### src/rtl/scorehand_pkg.sv
// Shared card codes, FSM state type and the face-value-to-points mapping for the hand scorer.
package scorehand_pkg;

  localparam int unsigned TOT_W = 4;

  localparam logic [3:0] CARD_NONE = 4'd0;
  localparam logic [3:0] CARD_ACE  = 4'd1;
  localparam logic [3:0] CARD_TEN  = 4'd10;
  localparam logic [3:0] CARD_KING = 4'd13;

  typedef enum logic [1:0] {IDLE, DEAL, DONE} state_t;

  // Ace..nine score face value; ten and court cards score nothing.
  function automatic logic [3:0] card_points(input logic [3:0] code);
    if (code >= CARD_ACE && code < CARD_TEN) begin
      return code;
    end
    return 4'd0;
  endfunction

endpackage

### src/rtl/card_points_lut.sv
// Combinational card decode: points for a card code plus a flag for legal codes (ace..king).
module card_points_lut
  import scorehand_pkg::*;
(
  input  logic [3:0] code,
  output logic [3:0] points,
  output logic       legal
);

  assign points = card_points(code);
  assign legal  = (code >= CARD_ACE) && (code <= CARD_KING);

endmodule

### src/rtl/scorehand_acc.sv
// Multi-hand registered score accumulator with a valid/ready card input.
// Optional macro SCOREHAND_NATURAL_EN enables natural (8/9 on two cards) detection and game lock.
module scorehand_acc
  import scorehand_pkg::*;
#(
  parameter int unsigned NUM_HANDS = 2,
  parameter int unsigned MAX_CARDS = 3,
  parameter int unsigned MOD       = 10,
  localparam int unsigned HAND_W   = (NUM_HANDS > 1) ? $clog2(NUM_HANDS) : 1,
  localparam int unsigned CNT_W    = $clog2(MAX_CARDS + 1)
) (
  input  logic                       slow_clock,
  input  logic                       resetb,
  input  logic                       clear,
  input  logic                       card_valid,
  output logic                       card_ready,
  input  logic [HAND_W-1:0]          card_hand,
  input  logic [3:0]                 card_code,
  output logic [NUM_HANDS*TOT_W-1:0] totals,
  output logic [NUM_HANDS*CNT_W-1:0] counts,
  output logic [NUM_HANDS-1:0]       hand_full,
  output logic [NUM_HANDS-1:0]       natural,
  output logic                       card_err,
  output logic                       game_done
);

  logic [TOT_W-1:0] total_q [NUM_HANDS];
  logic [TOT_W-1:0] total_d [NUM_HANDS];
  logic [CNT_W-1:0] cnt_q   [NUM_HANDS];
  logic [CNT_W-1:0] cnt_d   [NUM_HANDS];
  logic [NUM_HANDS-1:0] nat_q, nat_d;
  state_t state_q, state_d;
  logic   err_q, err_d;

  logic [3:0] points;
  logic       legal, hand_ok, full_sel, accept, scored, all_full_d;
  logic [4:0] sum;

  card_points_lut u_lut (
    .code   (card_code),
    .points (points),
    .legal  (legal)
  );

  always_comb begin
    totals = '0;
    counts = '0;
    for (int h = 0; h < NUM_HANDS; h++) begin
      hand_full[h]                  = (cnt_q[h] == CNT_W'(MAX_CARDS));
      totals[h*TOT_W +: TOT_W]      = total_q[h];
      counts[h*CNT_W +: CNT_W]      = cnt_q[h];
    end
  end

  // Out-of-range hand indices look "not full" so the card is consumed and flagged.
  always_comb begin
    hand_ok  = 1'b0;
    full_sel = 1'b0;
    for (int h = 0; h < NUM_HANDS; h++) begin
      if (card_hand == HAND_W'(h)) begin
        hand_ok  = 1'b1;
        full_sel = hand_full[h];
      end
    end
    card_ready = !clear && (state_q != DONE) && !full_sel;
    accept     = card_valid && card_ready;
    scored     = accept && legal && hand_ok;
    err_d      = accept && !(legal && hand_ok);
  end

  always_comb begin
    sum        = '0;
    all_full_d = 1'b1;
    for (int h = 0; h < NUM_HANDS; h++) begin
      total_d[h] = total_q[h];
      cnt_d[h]   = cnt_q[h];
      nat_d[h]   = nat_q[h];
      if (clear) begin
        total_d[h] = '0;
        cnt_d[h]   = '0;
        nat_d[h]   = 1'b0;
      end else if (scored && (card_hand == HAND_W'(h))) begin
        // Single conditional subtract is enough: total < MOD and points <= 9.
        sum        = {1'b0, total_q[h]} + {1'b0, points};
        total_d[h] = (sum >= 5'(MOD)) ? TOT_W'(sum - 5'(MOD)) : sum[TOT_W-1:0];
        cnt_d[h]   = cnt_q[h] + 1'b1;
`ifdef SCOREHAND_NATURAL_EN
        if ((cnt_d[h] == CNT_W'(2)) && ((total_d[h] == 4'd8) || (total_d[h] == 4'd9))) begin
          nat_d[h] = 1'b1;
        end
`endif
      end
      if (cnt_d[h] != CNT_W'(MAX_CARDS)) begin
        all_full_d = 1'b0;
      end
    end
  end

  always_comb begin
    state_d = state_q;
    if (clear) begin
      state_d = IDLE;
    end else begin
      unique case (state_q)
        IDLE:    if (scored) state_d = DEAL;
        DEAL:    if (all_full_d || (|nat_d)) state_d = DONE;
        DONE:    state_d = DONE;
        default: state_d = IDLE;
      endcase
    end
  end

  always_ff @(posedge slow_clock or negedge resetb) begin
    if (!resetb) begin
      for (int h = 0; h < NUM_HANDS; h++) begin
        total_q[h] <= '0;
        cnt_q[h]   <= '0;
      end
      nat_q   <= '0;
      state_q <= IDLE;
      err_q   <= 1'b0;
    end else begin
      for (int h = 0; h < NUM_HANDS; h++) begin
        total_q[h] <= total_d[h];
        cnt_q[h]   <= cnt_d[h];
      end
      nat_q   <= nat_d;
      state_q <= state_d;
      err_q   <= err_d;
    end
  end

  assign natural   = nat_q;
  assign card_err  = err_q;
  assign game_done = (state_q == DONE);

endmodule

### config.mk
export PLATFORM = sky130hd
export DESIGN_NAME = scorehand_acc
export DESIGN_NICKNAME = d
export VERILOG_FILES = /design/src/rtl/scorehand_pkg.sv /design/src/rtl/card_points_lut.sv /design/src/rtl/scorehand_acc.sv
export SDC_FILE = /design/constraint.sdc
export NUM_CORES = 1
export LEC_CHECK = 0
export ABC_AREA = 1
export CORE_AREA = 2 2 58 60
export DETAILED_ROUTE_END_ITERATION = 10
export DIE_AREA = 0 0 60 62
export PLACE_DENSITY = 0.7
export SLEW_MARGIN = 20
export SYNTH_ARGS = -nofsm -noshare
export SYNTH_HDL_FRONTEND = slang
export SYNTH_HIERARCHICAL = 1
export SYNTH_SLANG_ARGS = --single-unit
### constraint.sdc
create_clock -name slow_clock -period 3.62 [get_ports slow_clock]
set_clock_uncertainty 0.15 [all_clocks]
set_input_delay 0.724 -clock slow_clock [delete_from_list [all_inputs] [get_ports slow_clock]]
set_output_delay 0.724 -clock slow_clock [all_outputs]
set_load 0.02 [all_outputs]
==> flow_metrics.env <==
export IMPL_ant_nets=0
export IMPL_period_minus_slack_ns=3.21
export IMPL_finalHoldViolCount=0
export IMPL_p_leak_uw=0.000934
export IMPL_p_seq_share_pct=36.8
export IMPL_drtIter0Drc=52
export IMPL_ys_seq_elements=17
export IMPL_status="finished clean"
export IMPL_worstPathRequired_ns=3.65
export IMPL_r2r_start="totals[4]"
export IMPL_p_sw_uw=257
export IMPL_hold_start="natural[0]"
export IMPL_netlist_area_um2=1340
export IMPL_reg2reg_to="totals[5]"
export IMPL_wl_met3_um=96
export IMPL_switching_share_pct=40.3
export IMPL_antenna_found_initial=0
export IMPL_top_layer="met4"
export IMPL_syn_to_final_growth_pct=26.1
export IMPL_rows=21
export IMPL_synth_nets=203
export IMPL_holdPathStages=2
export IMPL_cts_tree="built"
export IMPL_wl_um=2660
export IMPL_io_buffer_count=27
export IMPL_startpoint="card_code[3]"
export IMPL_start_util_pct=42.2
export IMPL_die_x_um=60
export IMPL_worstHoldEndpoint="natural[0]"
export IMPL_syn_inst=177
export IMPL_fin_tns_setup_ns=0
export IMPL_grt_overflow=0
export IMPL_wl_per_cell_um=10.5
export IMPL_worst_setup_path_type="in -> reg"
export IMPL_first_global_vias=1077
export IMPL_ys_types=24
export IMPL_clock_sinks=17
export IMPL_cp_num_buf_inv=4
export IMPL_maxSlewViolCount=0
export IMPL_clockBufferDepth=2
export IMPL_core_area_um2=3180
export IMPL_antennaDiodeCount=0
export IMPL_grt_usage_pct=16.6
export IMPL_syn_avg_cell_area_um2=7.58
export IMPL_h_tree_depth=1
export IMPL_vias=1183
export IMPL_m1WireLength_um=1200
export IMPL_post_dp_hpwl_um=2200
export IMPL_globalplace_congestion=0.771
export IMPL_fp_dieH_um=62
export IMPL_ctsRootBufferMaster="clkbuf_4"
export IMPL_clk_pin_slew_ns=0.10
export IMPL_drc_errors=0
export IMPL_slew_headroom_pct=47.2
export IMPL_cp_slowest_stage_delay_ns=0.47
export IMPL_via_per_inst=4.66
export IMPL_dieArea_um2=3720
export IMPL_grt_pass1_wl_um=4580
export IMPL_max_freq_mhz=311
export IMPL_critPathArrivalTime_ns=3.24
export IMPL_ys_seq_area_share_pct=31.7
export IMPL_intPower_uw=381
export IMPL_cpMostUsedCell="nand2_1"
export IMPL_dr_pass1_iters=6
export IMPL_cts_setup_buffers=0
export IMPL_critical_path_top_delay_family="adder cells"
export IMPL_layout_nets=235
export IMPL_holdBufCountCts=0
export IMPL_critical_path_max_fanout=5
export IMPL_io_pins=28
export IMPL_worstPathCellList="clkdlybuf4s50_1 > nor2_1 > nand2_1 > nand2_1 > nor2_1 > ha_1 > fa_1 > nand2_1 > inv_1 > nor2_1 > inv_1 > ha_1 > inv_1 > o21ai_0 > nand2_1 > xor2_1 > o21ai_0"
export IMPL_crit_path_top_delay_cell="clkdlybuf4s50_1"
export IMPL_ys_top_cells_by_area="dfrtp_1, ha_1, nand2_1"
export IMPL_layout_drive_gt1_share_pct=10.6
export IMPL_worstSetupEndpointType="register"
export IMPL_reg2reg_depth=12
export IMPL_start_kind="primary input"
export IMPL_power_density_nw_per_um2=377
export IMPL_r2r_slack_ns=1.24
export IMPL_p_clk_share_pct=16.1
export IMPL_wl_met2_um=1330
export IMPL_cts_buffers=3
export IMPL_synth_top_area_cell="dfrtp_1"
export IMPL_p_total_uw=638
export IMPL_yosysTopAreaCellShare_pct=31.7
export IMPL_cap_violations=0
export IMPL_max_slew_worst_pin_slew_ns=0.790
export IMPL_peakVddDrop_uv=235
export IMPL_finalSetupViolCount=0
export IMPL_grt_max_degree=18
export IMPL_fin_crit_sh_pct=88.8
export IMPL_clkLatencyLatePin_ns=0.29
export IMPL_power_frac_comb_pct=47.0
export IMPL_ys_warn_count=6
export IMPL_rsz0062_at_grt="false"
export IMPL_cts_resized_gates=0
export IMPL_hp_class="reg -> reg"
==> cells in the mapped netlist <==
cell / instances
inv_2: 3
nand3_1: 12
nand4_2: 1
ha_1: 15
nand4_1: 2
nor3_1: 3
nand2_4: 1
nor2_2: 2
o21bai_1: 2
inv_1: 29
buf_6: 1
fa_1: 2
o211ai_1: 1
nand3_2: 3
clkinv_1: 1
xor2_1: 4
nand2_2: 6
nor2_8: 1
o21ai_0: 6
dfrtp_1: 17
nor2_4: 1
a21oi_1: 3
nor2_1: 17
nand2_1: 44
==> sequential cells by signal, indices dropped and copies added (netlist names) <==
| register | cells |
|---|---|
| totals | 8 |
| counts | 4 |
| natural | 2 |
| state_q | 2 |
| card_err | 1 |
==> cell usage in the layout (no fill, tap or decap) <==
cell type         n
a21oi_1           3
buf_4             1
clkbuf_1          1
clkbuf_4          3
clkdlybuf4s50_1  27
clkinv_1          1
dfrtp_1          17
fa_1              2
ha_1             15
inv_1            29
inv_2             3
nand2_1          44
nand2_2           6
nand2_4           1
nand3_1          12
nand3_2           3
nand4_1           2
nand4_2           1
nor2_1           17
nor2_2            2
nor2_4            1
nor2_8            1
nor3_1            3
o211ai_1          1
o21ai_0           6
o21bai_1          2
xor2_1            4
==> metrics by stage <==
step	instances	hold WS, ns	instance area [µm²]	setup slack, ns	util, %
global placement	250	0.340	1670	0.167	52.4
floorplan	177	0.278	1340	0.809	-
finish	254	0.367	1690	0.406	53.2
global route	254	0.400	1690	0.156	53.2
CTS	254	0.372	1690	0.381	53.2
detailed placement	250	0.347	1670	0.0754	52.4
==> metal layers <==
| metal | vias up | global-route usage, % |
|---|---|---|
| li1 | 618 | - |
| met1 | 538 | 21.0 |
| met2 | 23 | 28.3 |
| met4 | 0 | 6.98 |
| met3 | 4 | 2.48 |
| met5 | - | 0 |
==> logic make-up after synthesis <==
logic type	after synthesis	synth area share, %
and+or+nand+nor	93	33.6
buffers and inverters	34	10.1
AOI/OAI and AO/OA	12	5.03
xor gates and xnor gates	4	2.61
adders and majority gates	17	17.0
DFF	17	31.7
==> worst max path at each step <==
stage | slack [ns] | end | cells after the start
floorplan | 0.81 | totals[1] | 16
global placement | 0.17 | totals[1] | 17
detailed placement | 0.08 | totals[6] | 14
CTS | 0.38 | totals[6] | 14
global route | 0.16 | totals[6] | 12
finish | 0.41 | totals[5] | 17
==> final cells by class <==
cell class,instances,area (µm²)
fill,307,1490
multi-input combinational,126,782
sequential,17,425
timing repair buffer,28,278
inverter,33,124
tap,46,57.6
clock buffer,4,26.3
==> power groups by stage <==
stage / combinational, µW / sequential (µW) / clock (µW)
global placement: 296 / 239 / 0
floorplan: 197 / 250 / 0
CTS: 305 / 235 / 109
global route: 345 / 239 / 119
finish: 300 / 235 / 103
detailed placement: 303 / 239 / 0
==> worst min-delay path: cells and delay by family (launching register included) <==
family	cells	cell delay [ns]
flops	1	0.36
buf+inv	1	0.05
simple gates	1	0.07
(Power assumes the default switching activity.)
